`src/rtl/swc_pkg.sv`:
```
// ---------------------------------------------------------------------------
// swc_pkg
// Shared types and helpers for the swc_pack sample-width converter.
//   swc_state_e  : FILL (collecting lanes) / PEND (closed word waiting for
//                  the output register to free up)
//   MAX_RATIO    : widest supported packing ratio, sizes the keep helper
//   cnt_width()  : width of the lane fill counter / lvl status port
//   lane_idx()   : lane written by the beat that arrives at a given fill count
//   keep_mask()  : lane-valid mask for a word holding a given number of lanes
// ---------------------------------------------------------------------------
package swc_pkg;

    localparam int MAX_RATIO = 16;

    typedef enum logic {
        ST_FILL = 1'b0,
        ST_PEND = 1'b1
    } swc_state_e;

    // The fill count runs 0..ratio inclusive, so it needs one extra code
    // beyond a plain lane index.
    function automatic int cnt_width(int ratio);
        return $clog2(ratio + 1);
    endfunction

    // LSB-first packing fills lanes upward from lane 0; MSB-first packing
    // fills downward from the top lane so the first word ends up highest.
    function automatic int lane_idx(int cnt, bit lsbFirst, int ratio);
        return lsbFirst ? cnt : (ratio - 1 - cnt);
    endfunction

    // Marks the lanes that hold data for a word of cnt lanes. MSB-first
    // packing fills from the top, so a partial word keeps the upper lanes.
    function automatic logic [MAX_RATIO-1:0] keep_mask(int cnt, bit lsbFirst, int ratio);
        logic [MAX_RATIO-1:0] mask;
        mask = '0;
        for (int i = 0; i < MAX_RATIO; i++) begin
            if (i < ratio) begin
                if (lsbFirst) begin
                    if (i < cnt) begin
                        mask[i] = 1'b1;
                    end
                end else begin
                    if (i >= ratio - cnt) begin
                        mask[i] = 1'b1;
                    end
                end
            end
        end
        return mask;
    endfunction

endpackage

```
`src/rtl/swc_pack_if.sv`:
```
// ---------------------------------------------------------------------------
// swc_pack_if
// Handshake bundle for the swc_pack converter.
//   s_data/s_valid/s_last/s_ready : narrow input stream (DW bits per beat)
//   m_data/m_keep/m_last/m_valid/m_ready : wide output stream (RATIO lanes)
// Modports:
//   slave  : the converter's view (consumes s_*, produces m_*)
//   master : the surrounding logic's view (produces s_*, consumes m_*)
// ---------------------------------------------------------------------------
interface swc_pack_if #(
    parameter int DW    = 16,
    parameter int RATIO = 4
) ();

    logic [DW-1:0]       s_data;
    logic                s_valid;
    logic                s_last;
    logic                s_ready;

    logic [RATIO*DW-1:0] m_data;
    logic [RATIO-1:0]    m_keep;
    logic                m_last;
    logic                m_valid;
    logic                m_ready;

    modport slave (
        input  s_data, s_valid, s_last, m_ready,
        output s_ready, m_data, m_keep, m_last, m_valid
    );

    modport master (
        output s_data, s_valid, s_last, m_ready,
        input  s_ready, m_data, m_keep, m_last, m_valid
    );

endinterface

```
`src/rtl/swc_out_reg.sv`:
```
// ---------------------------------------------------------------------------
// swc_out_reg
// Single-entry valid/ready holding register for a packed output word.
// Ports:
//   clk, reset_n : clock, asynchronous active-low reset
//   clear_i      : drops the held word (valid and last)
//   load_i       : capture data_i/keep_i/last_i this edge
//   ready_i      : downstream accepts the held word
//   data_i/keep_i/last_i : word to capture
//   valid_o/data_o/keep_o/last_o : held word
// The caller only asserts load_i when the register is empty or draining, so
// a load always wins over the consume and the register never drops a word.
// ---------------------------------------------------------------------------
module swc_out_reg #(
    parameter int DATA_W = 64,
    parameter int KEEP_W = 4
) (
    input  logic              clk,
    input  logic              reset_n,
    input  logic              clear_i,
    input  logic              load_i,
    input  logic              ready_i,
    input  logic [DATA_W-1:0] data_i,
    input  logic [KEEP_W-1:0] keep_i,
    input  logic              last_i,
    output logic              valid_o,
    output logic [DATA_W-1:0] data_o,
    output logic [KEEP_W-1:0] keep_o,
    output logic              last_o
);

    logic              valid_q, valid_d;
    logic [DATA_W-1:0] data_q, data_d;
    logic [KEEP_W-1:0] keep_q, keep_d;
    logic              last_q, last_d;

    // Next-state for the holding register: clear drops the word, a load
    // replaces it, and otherwise a consumed word just loses its valid. The
    // payload is left untouched while stalled so it stays stable downstream.
    always_comb begin
        valid_d = valid_q;
        data_d  = data_q;
        keep_d  = keep_q;
        last_d  = last_q;
        if (clear_i) begin
            valid_d = 1'b0;
            last_d  = 1'b0;
        end else if (load_i) begin
            valid_d = 1'b1;
            data_d  = data_i;
            keep_d  = keep_i;
            last_d  = last_i;
        end else if (valid_q && ready_i) begin
            valid_d = 1'b0;
        end
    end

    // Register the holding stage; reset leaves an empty, all-zero word.
    always_ff @(posedge clk or negedge reset_n) begin
        if (!reset_n) begin
            valid_q <= 1'b0;
            data_q  <= '0;
            keep_q  <= '0;
            last_q  <= 1'b0;
        end else begin
            valid_q <= valid_d;
            data_q  <= data_d;
            keep_q  <= keep_d;
            last_q  <= last_d;
        end
    end

    assign valid_o = valid_q;
    assign data_o  = data_q;
    assign keep_o  = keep_q;
    assign last_o  = last_q;

endmodule

```
`src/rtl/swc_pack.sv`:
```
// ---------------------------------------------------------------------------
// swc_pack
// 1-to-RATIO sample-width converter: packs RATIO consecutive DW-bit beats
// into one RATIO*DW-bit word, with valid/ready on both sides and an
// end-of-packet marker that flushes a partial word with a lane-keep mask.
// Ports:
//   clk, reset_n : clock, asynchronous active-low reset
//   clear        : synchronous discard of everything held, beats all else
//   bus          : swc_pack_if slave (s_* input stream, m_* output stream)
//   lvl          : lanes currently filled in the pack register (status)
// Parameters: DW word width, RATIO beats per word, LSB_FIRST lane order.
// ---------------------------------------------------------------------------
module swc_pack
    import swc_pkg::*;
#(
    parameter int DW        = 16,
    parameter int RATIO     = 4,
    parameter int LSB_FIRST = 1
) (
    input  logic                         clk,
    input  logic                         reset_n,
    input  logic                         clear,
    swc_pack_if.slave                    bus,
    output logic [$clog2(RATIO+1)-1:0]   lvl
);

    localparam int CW  = cnt_width(RATIO);
    localparam int WW  = RATIO * DW;
    localparam bit LSB = (LSB_FIRST != 0);

    swc_state_e    state_q, state_d;
    logic [CW-1:0] cnt_q, cnt_d;
    logic [WW-1:0] packData_q, packData_d;
    logic          packLast_q, packLast_d;

    logic [WW-1:0]    beatData;
    logic [CW-1:0]    beatCnt;
    logic [CW-1:0]    keepCnt;
    int               laneSel;
    logic             outFree;
    logic             outLoad;
    logic [WW-1:0]    outData;
    logic [RATIO-1:0] outKeep;
    logic             outLast;
    logic             outValid;

    // The output register can take a new word when it is empty or when its
    // current word is being consumed this very cycle.
    assign outFree = !outValid || bus.m_ready;

    // Next-state and load control. In FILL each accepted beat drops into its
    // lane; the beat that fills the last lane or carries s_last closes the
    // word, which goes straight to the output register if that is free and
    // otherwise parks here in PEND (stalling input) until it is.
    always_comb begin
        state_d    = state_q;
        cnt_d      = cnt_q;
        packData_d = packData_q;
        packLast_d = packLast_q;
        outLoad    = 1'b0;
        outData    = packData_q;
        outLast    = packLast_q;
        keepCnt    = cnt_q;
        beatData   = packData_q;
        beatCnt    = cnt_q + CW'(1);
        laneSel    = 0;
        if (clear) begin
            state_d    = ST_FILL;
            cnt_d      = '0;
            packData_d = '0;
            packLast_d = 1'b0;
        end else begin
            case (state_q)
                ST_PEND: begin
                    if (outFree) begin
                        outLoad    = 1'b1;
                        state_d    = ST_FILL;
                        cnt_d      = '0;
                        packData_d = '0;
                        packLast_d = 1'b0;
                    end
                end
                ST_FILL: begin
                    if (bus.s_valid) begin
                        laneSel = lane_idx(int'(cnt_q), LSB, RATIO);
                        beatData[laneSel*DW +: DW] = bus.s_data;
                        if ((int'(cnt_q) == RATIO - 1) || bus.s_last) begin
                            if (outFree) begin
                                outLoad    = 1'b1;
                                outData    = beatData;
                                outLast    = bus.s_last;
                                keepCnt    = beatCnt;
                                cnt_d      = '0;
                                packData_d = '0;
                                packLast_d = 1'b0;
                            end else begin
                                state_d    = ST_PEND;
                                cnt_d      = beatCnt;
                                packData_d = beatData;
                                packLast_d = bus.s_last;
                            end
                        end else begin
                            cnt_d      = beatCnt;
                            packData_d = beatData;
                        end
                    end
                end
                default: begin
                    state_d = ST_FILL;
                end
            endcase
        end
    end

    // The mask helper is sized for the widest ratio; only the low RATIO
    // lanes exist here.
    assign outKeep = RATIO'(keep_mask(int'(keepCnt), LSB, RATIO));

    // Pack register and FSM state. Unused lanes are kept at zero so a flushed
    // partial word presents zeros in the lanes it never filled.
    always_ff @(posedge clk or negedge reset_n) begin
        if (!reset_n) begin
            state_q    <= ST_FILL;
            cnt_q      <= '0;
            packData_q <= '0;
            packLast_q <= 1'b0;
        end else begin
            state_q    <= state_d;
            cnt_q      <= cnt_d;
            packData_q <= packData_d;
            packLast_q <= packLast_d;
        end
    end

    swc_out_reg #(
        .DATA_W (WW),
        .KEEP_W (RATIO)
    ) u_out_reg (
        .clk     (clk),
        .reset_n (reset_n),
        .clear_i (clear),
        .load_i  (outLoad),
        .ready_i (bus.m_ready),
        .data_i  (outData),
        .keep_i  (outKeep),
        .last_i  (outLast),
        .valid_o (outValid),
        .data_o  (bus.m_data),
        .keep_o  (bus.m_keep),
        .last_o  (bus.m_last)
    );

    // Input readiness depends only on registered state, so there is no
    // combinational path from s_valid or m_ready to s_ready.
    assign bus.s_ready = (state_q == ST_FILL);
    assign bus.m_valid = outValid;
    assign lvl         = cnt_q;

endmodule

```
`src/flat_wrapper.sv`:
```
// flat-port wrapper written by rule: the top's interface ports become plain ports
module swc_pack_flat import swc_pkg::*;
#(
    parameter int DW        = 16,
    parameter int RATIO     = 4,
    parameter int LSB_FIRST = 1
)
  (clk, reset_n, clear, lvl, bus_s_data, bus_s_valid, bus_s_last, bus_m_ready, bus_s_ready, bus_m_data, bus_m_keep, bus_m_last, bus_m_valid);
  swc_pack_if #(.DW(DW), .RATIO(RATIO)) bus_i ();
  input  logic clk;
  input  logic reset_n;
  input  logic clear;
  output logic [$clog2(RATIO+1)-1:0] lvl;
  input wire logic [$bits(bus_i.s_data)-1:0] bus_s_data;
  input wire logic [$bits(bus_i.s_valid)-1:0] bus_s_valid;
  input wire logic [$bits(bus_i.s_last)-1:0] bus_s_last;
  input wire logic [$bits(bus_i.m_ready)-1:0] bus_m_ready;
  output wire logic [$bits(bus_i.s_ready)-1:0] bus_s_ready;
  output wire logic [$bits(bus_i.m_data)-1:0] bus_m_data;
  output wire logic [$bits(bus_i.m_keep)-1:0] bus_m_keep;
  output wire logic [$bits(bus_i.m_last)-1:0] bus_m_last;
  output wire logic [$bits(bus_i.m_valid)-1:0] bus_m_valid;
  assign bus_i.s_data = bus_s_data;
  assign bus_i.s_valid = bus_s_valid;
  assign bus_i.s_last = bus_s_last;
  assign bus_i.m_ready = bus_m_ready;
  assign bus_s_ready = bus_i.s_ready;
  assign bus_m_data = bus_i.m_data;
  assign bus_m_keep = bus_i.m_keep;
  assign bus_m_last = bus_i.m_last;
  assign bus_m_valid = bus_i.m_valid;
  swc_pack #(.DW(DW), .RATIO(RATIO), .LSB_FIRST(LSB_FIRST)) u_core (.clk(clk), .reset_n(reset_n), .clear(clear), .bus(bus_i), .lvl(lvl));
endmodule
```
`config.mk`:
```
export PLATFORM = sky130hd
export DESIGN_NAME = swc_pack_flat
export DESIGN_NICKNAME = d
export VERILOG_FILES = /design/src/rtl/swc_pkg.sv /design/src/rtl/swc_pack_if.sv /design/src/rtl/swc_out_reg.sv /design/src/rtl/swc_pack.sv /design/src/flat_wrapper.sv
export SDC_FILE = /design/constraint.sdc
export NUM_CORES = 1
export LEC_CHECK = 0
export ABC_CLOCK_PERIOD_IN_PS = 3700
export BUFFER_PORTS_ARGS = -buffer_cell sky130_fd_sc_hd__buf_2
export CAP_MARGIN = 20
export CORE_UTILIZATION = 61
export CTS_BUF_LIST = sky130_fd_sc_hd__clkbuf_8 sky130_fd_sc_hd__clkbuf_16
export DETAILED_ROUTE_END_ITERATION = 8
export PLACE_DENSITY = 0.95
export SLEW_MARGIN = 20
export SYNTH_ARGS = -nofsm -noshare
export SYNTH_HDL_FRONTEND = slang
export SYNTH_SLANG_ARGS = --single-unit
```
`constraint.sdc`:
```
create_clock -name clk -period 3.7 [get_ports clk]
set_input_delay 0.37 -clock clk [delete_from_list [all_inputs] [get_ports clk]]
set_output_delay 0.37 -clock clk [all_outputs]
set_load 0.02 [all_outputs]
```
; ---- After elaboration in Yosys (flattened, before gate mapping)
; Index checks and enable logic that the tools add are counted.
[op_classes]
addsub = 2
n_mul = 0
n_div = 0
order_cmp = 4
eq_ne = 4
shifts = 2
muxes = 51
n_bitwise = 2
n_reduce_logical = 9
[op_table]
columns = cell, count
row1 = 64-bit 2-to-1 mux, 9
row2 = 64-bit one-hot mux with 2 select lines, 1
row3 = 64-bit bitwise mux, 1
row4 = "16-bit by 33-bit variable shift with 64-bit output, first input constant", 1
row5 = 16-bit by 33-bit indexed part select with 64-bit output, 1
row6 = 7-bit negation with 33-bit output, 1
row7 = 3-bit 2-to-1 mux, 10
row8 = 1-bit 2-to-1 mux, 26
row9 = "1-bit by 3-bit < comparator with 1-bit output, first input constant", 2
row10 = "2-bit by 3-bit < comparator with 1-bit output, first input constant", 2
row11 = "3-bit inequality test, second input constant", 2
row12 = 1-bit one-hot mux with 2 select lines, 3
row13 = 3-bit one-hot mux with 2 select lines, 1
row14 = 2-bit AND reduction, 2
row15 = "3-bit by 1-bit adder with 3-bit output, second input constant", 1
row16 = "3-bit equality test, second input constant", 1
row17 = "3-bit by 2-bit inequality test with 1-bit output, second input constant", 1
row18 = 3-bit AND reduction, 1
row19 = 3-bit nonzero test, 1
row20 = 1-bit logical OR, 2
row21 = 1-bit inverter, 2
row22 = 2-bit nonzero test, 1
row23 = 1-bit logical AND, 1
row24 = 1-bit logical NOT, 1
[word_totals]
reg_bits = 139
latchBits = 0
ram_bits = 0
romBits = 0
input_bits = 22
output_inout_bits = 74
word_cells = 82
n_memories = 0

; ---- Logic depth before layout (Yosys ltp)
[logic_depth]
depth_word = 9
mapped_depth = 10
ltp_nobuf = 7

; ---- Cells and area by module
; A second synthesis with hierarchy kept.
[hier_totals]
hier_cells = 431
area_unflattened_um2 = 6403.6
[by_module_without_submodules]
columns = module, n_inst, cells_per_inst, area_each_um2, seq_area_each_um2
row1 = swc_pack, 1, 279, 3676.0, 1726.7
row2 = swc_out_reg, 1, 152, 2727.6, 1751.7

; ---- Worst setup path after synthesis
; No wires, ideal clock.
[synth_timing]
kind = register -> register
start = register u_core.cnt_q[0], in the netlist u_core.lvl[0]
end = register u_core.u_out_reg.data_q[53], in the netlist u_core.u_out_reg.data_o[53]
setup_ps = 128
arrival_time_ps = 2399
t_required_ps = 3572
path_slack_ps = 1173
path_stages_with_launch = 10
path_buffers = 2
synth_period_minus_slack_ps = 2527
path_cell_list = dfrtp_1 buf_2 inv_1 ha_1 ha_1 nand4bb_1 nor4_4 buf_6 mux2i_1 a21oi_2
[synth_via]
elab_chain_len = 7
elab_cells_between_ends = 15
classes_between = add/sub: 1 / eq/ne: 1 / shift: 2 / mux: 9 / reduce/logical: 2
[synth_rtl]
columns = element, line_no
row1 = "start, declared", swc_pack.sv:32  ; logic [CW-1:0] cnt_q, cnt_d;
row2 = "start signal, assigned", swc_pack.sv:129  ; cnt_q <= cnt_d;
row3 = 7-bit negation with 33-bit output or 3-bit equality test (tied branches), "swc_pack.sv:86, swc_pack.sv:87"
row4 = 16-bit by 33-bit indexed part select with 64-bit output (tied with other cells), swc_pack.sv:86  ; beatData[laneSel*DW +: DW] = bus.s_data;
row5 = 64-bit bitwise mux or 1-bit 2-to-1 mux (tied branches), "swc_pack.sv:86, swc_pack.sv:87"
row6 = 64-bit 2-to-1 mux or 1-bit 2-to-1 mux (tied branches), "swc_pack.sv:88, swc_pack.sv:84"
row7 = 64-bit 2-to-1 mux or 1-bit one-hot mux with 2 select lines (tied branches), "swc_pack.sv:87, swc_pack.sv:73"
row8 = 64-bit 2-to-1 mux or 1-bit 2-to-1 mux (tied branches), "swc_pack.sv:84, swc_pack.sv:67"
row9 = 64-bit 2-to-1 mux or 2-bit AND reduction (tied branches), --
row10 = "end signal, assigned", swc_out_reg.sv:67  ; data_q <= data_d;
row11 = "end, declared", swc_out_reg.sv:33  ; logic [DATA_W-1:0] data_q, data_d;
; Parallel ways exist; a longest one is shown, timed or not.
; A chain may end at the register's enable or synchronous reset.

; ---- Worst setup path in the final report
[layout_timing]
start = register u_core.cnt_q[0], in the netlist u_core.lvl[0]
end = register u_core.packData_q[14]
[layout_via]
elab_chain_len = 8
elab_cells_between_ends = 11
classes_between = add/sub: 1 / eq/ne: 1 / shift: 2 / mux: 6 / reduce/logical: 1
[layout_rtl]
columns = element, line_no
row1 = 7-bit negation with 33-bit output, swc_pack.sv:86
row2 = 16-bit by 33-bit indexed part select with 64-bit output or 16-bit by 33-bit variable shift with 64-bit output (tied branches), swc_pack.sv:86
row3 = 64-bit bitwise mux, swc_pack.sv:86
row4 = 64-bit 2-to-1 mux, swc_pack.sv:88  ; if (outFree) begin
row5 = 64-bit 2-to-1 mux (*), swc_pack.sv:87  ; if ((int'(cnt_q) == RATIO - 1) || bus.s_last) begin
row6 = 64-bit 2-to-1 mux (*), swc_pack.sv:84  ; if (bus.s_valid) begin
row7 = 64-bit one-hot mux with 2 select lines (*), swc_pack.sv:73  ; case (state_q)
row8 = 64-bit 2-to-1 mux (*), swc_pack.sv:67  ; if (clear) begin
row9 = "end signal, assigned", swc_pack.sv:130  ; packData_q <= packData_d;
row10 = "end, declared", swc_pack.sv:33  ; logic [WW-1:0] packData_q, packData_d;
; Mark *: on every way between the ends. The rest lies on a longest branch, timed or not. The select of a mux whose other input is x is not followed.

==> impl_results.md <==
* CP arrival at 3.61 ns
* First-pass GRT wire length at 26.4 mm
* Drt drc at 0
* Routability cong. at 0.842
* Rows at 36
* Tcrit/Tclk final at 0.852
* I/O Pins at 96
* Vias per inst at approximately 6.6
* P&R area growth vs syn at 16.7%
* TritonCTS clock tree: yes
* Post-cts sizing count at 0
* PD cells at between 500 and 600 mW/mm2
* Vias at between 5000 and 6000
* Die ar. at 0.0106 mm2
* Wire per inst at 21.9 um
* Non-filler instance count after layout at about 780
* Worst-path fanout max at 17
* Core area at 0.00982 mm2
* Max_cap viols at 0
* WHS Path Cells at 2
* Tmin final at 3.15 ns
* Deepest clock path buffer count at 2
* Maximum VDD drop at 340 uV
* Post-Synthesis Cells at 561
* Die H at roughly 100 um
* Critical R2R Capture: u_core.packData_q[14]$_DFFE_PN0P_
* DPL Wire Length at ~10 mm
* Initial antenna violation count at 0
* Fill count at 621
* Routed WL at 17.0 mm
* Global route total overflow at 0
* Worst Hold End: u_core.packLast_q$_DFFE_PN0P_
* Setup Viol. Count Final at 0
* Syn_area_per_cell at 11.1 um2
* Post-CTS setup repair buffer count at 0
* CTS Sinks at 139
* Most frequent cells in the layout: 139 x dfrtp_1, 94 x buf_2, 69 x nor2_1, 65 x a22o_1, 34 x mux2i_1
* Share of cells above drive strength 1 at 0.274
* Port Buffers at 95
* Hold bufs inserted after CTS at 1
* Run status: finished, final reports clean
* Dpl cells at 742
* Die W at 103 um
* Initial Util at 0.634
* Yosys cell types at 47
* Syn nets at a little under 600
* First-pass DRT Iterations at 6
* Worst Path Required at about 4.2 ns
* Post-synthesis async set-or-reset flop share at 1.00
* Hold Vio Cnt, Final at 0
* Root Buffer Master: clkbuf_8
* RSZ-0062 raised after global routing: false
* Antenna-violating nets left at 0
* Final total power at 4.15 mW
* Synthesized flop and latch total at 139
* Vias in the first global route at 5039
* Setup crit start kind: flop
* Fmax at about 320 MHz
* Sequential share of the synthesized area at 0.558
* Hold Crit Start: clear
* Final Skew at 0.0112 ns
* Worst Reg-to-Reg Cells at 7
* Worst-Margin Slew at 0.875 ns
* Post-synthesis cell area at 0.00623 mm2
* Max-slew violation count at 0
* Number of flops mapped to enable cells by yosys at 0
* H-tree levels at 4
* Commonest non-fill, non-tap cell in the layout: dfrtp_1
* Max transition margin at 0.417
* Setup Crit Path Kind: reg2reg
* Final setup TNS at 0 ns
* Reg2reg start: u_core.lvl[0]$_DFFE_PN0P_
* Pleak at 3.19 nW
* GRT Total Usage at 0.339
* Hold WC Path Type: in2reg
* Clock-pin slew on the worst setup and hold paths at roughly 0.060 ns
* DRT iter0 DRCs at 653
* R2R Setup Slk at 0.55 ns
* Yosys warns at 0
* Nets@finish at 656
* TritonCTS Buffers at 17
* CP endpoint kind: flop
* Top_reg_cell synth: dfrtp_1
* Largest net degree at the start of global routing at slightly below 100
* Clock network latency to the later pin of the worst-skew pair at 0.53 ns
-- per-layer routing --
layer,share of wire,up-vias,GRT usage,wire (um)
li1,-,2173,-,-
met1,0.39,2510,0.452,6600
met2,0.47,385,0.509,8060
met3,0.11,72,0.111,1800
met4,0.033,0,0.150,559
met5,0,-,0,0
-- cell families after synthesis --
group | count (synthesis) | synth area share
flip-flops | 139 | 0.558
buffers and inverters | 64 | 0.0488
multiplexers | 36 | 0.0582
AND/OR/NAND/NOR | 133 | 0.108
AO/OA/AOI/OAI | 184 | 0.216
adder cells (fa/ha/maj) | 5 | 0.0100
-- worst max-delay path: stages, from the launching register on --
cell and delay [ns]:
dfrtp_1 0.51, inv_1 0.13, ha_1 0.22, ha_1 0.32, nor2_1 0.16, nand4_1 0.64
nor2_2 0.84, a22o_1 0.27
-- where the power goes --
group	switching [mW]	leakage [nW]	total, mW	internal [mW]
sequential	0.103	1.80	1.78	1.67
combinational	0.515	1.10	0.742	0.227
clock	0.646	0.284	1.63	0.986
total	1.26	3.19	4.15	2.89
-- sequential cells by signal, summed over array words and instances, names as in the netlist --
name and count:
u_core.packData_q 64, u_core.state_q 1, u_core.u_out_reg.keep_o 4, u_core.lvl 3, u_core.u_out_reg.last_o 1, u_core.packLast_q 1
u_core.u_out_reg.valid_o 1, u_core.u_out_reg.data_o 64
-- cell usage after synthesis (2+ instances only) --
master	number	area share
a211o_1	2	0.0028
a22o_1	65	0.091
buf_6	3	0.0054
ha_1	5	0.010
nand4_1	2	0.0020
nor2b_1	2	0.0020
nor4_4	2	0.0068
or3_1	2	0.0020
o21ai_2	4	0.0056
a21oi_1	15	0.012
buf_2	29	0.023
a31oi_1	33	0.033
o22ai_1	2	0.0020
a21oi_2	20	0.028
o21ai_0	33	0.027
nor3_2	2	0.0032
nand2_1	4	0.0024
dfrtp_1	139	0.56
mux2_2	2	0.0036
o21ai_1	2	0.0016
mux2i_1	34	0.055
nand3_1	33	0.027
nor2_1	69	0.042
nand2b_1	3	0.0030
inv_1	6	0.0036
nor2_2	5	0.0050
clkbuf_1	17	0.010
buf_1	7	0.0042
-- worst max path at each step --
stage,start,end,cells after the start
floorplan,u_core.lvl[0]$_DFFE_PN0P_,u_core.u_out_reg.data_o[53]$_DFFE_PN0P_,9
global placement,u_core.lvl[0]$_DFFE_PN0P_,u_core.packData_q[14]$_DFFE_PN0P_,7
detailed placement,u_core.lvl[0]$_DFFE_PN0P_,u_core.packData_q[0]$_DFFE_PN0P_,7
CTS,u_core.lvl[0]$_DFFE_PN0P_,u_core.packData_q[13]$_DFFE_PN0P_,7
global route,u_core.lvl[0]$_DFFE_PN0P_,u_core.packData_q[14]$_DFFE_PN0P_,7
finish,u_core.lvl[0]$_DFFE_PN0P_,u_core.packData_q[14]$_DFFE_PN0P_,7
-- final cells by class --
class / instances / area (um2) / share of cell area
multi-input cells: 358 / 2460 / 0.338
flip-flops and latches: 139 / 3480 / 0.478
diodes: 1 / 2.50 / 0.000344
inverters: 8 / 35.0 / 0.00482
clock inverters: 13 / 126 / 0.0174
repair buffers: 105 / 559 / 0.0769
well taps: 133 / 166 / 0.0229
clock buffers: 19 / 442 / 0.0608
-- metrics by stage --
step | worst slack (ns) | util | area [um2] | hold slack [ns]
after floorplan | 1.17 | - | 6230 | 0.0744
after global placement | 0.876 | 0.681 | 6680 | 0.467
after detailed placement | 0.705 | 0.681 | 6680 | 0.480
after CTS | 0.660 | 0.740 | 7260 | 0.148
after global routing | 0.368 | 0.740 | 7270 | 0.188
final | 0.549 | 0.740 | 7270 | 0.192
Note: power is estimated with default switching activity, not from simulation.
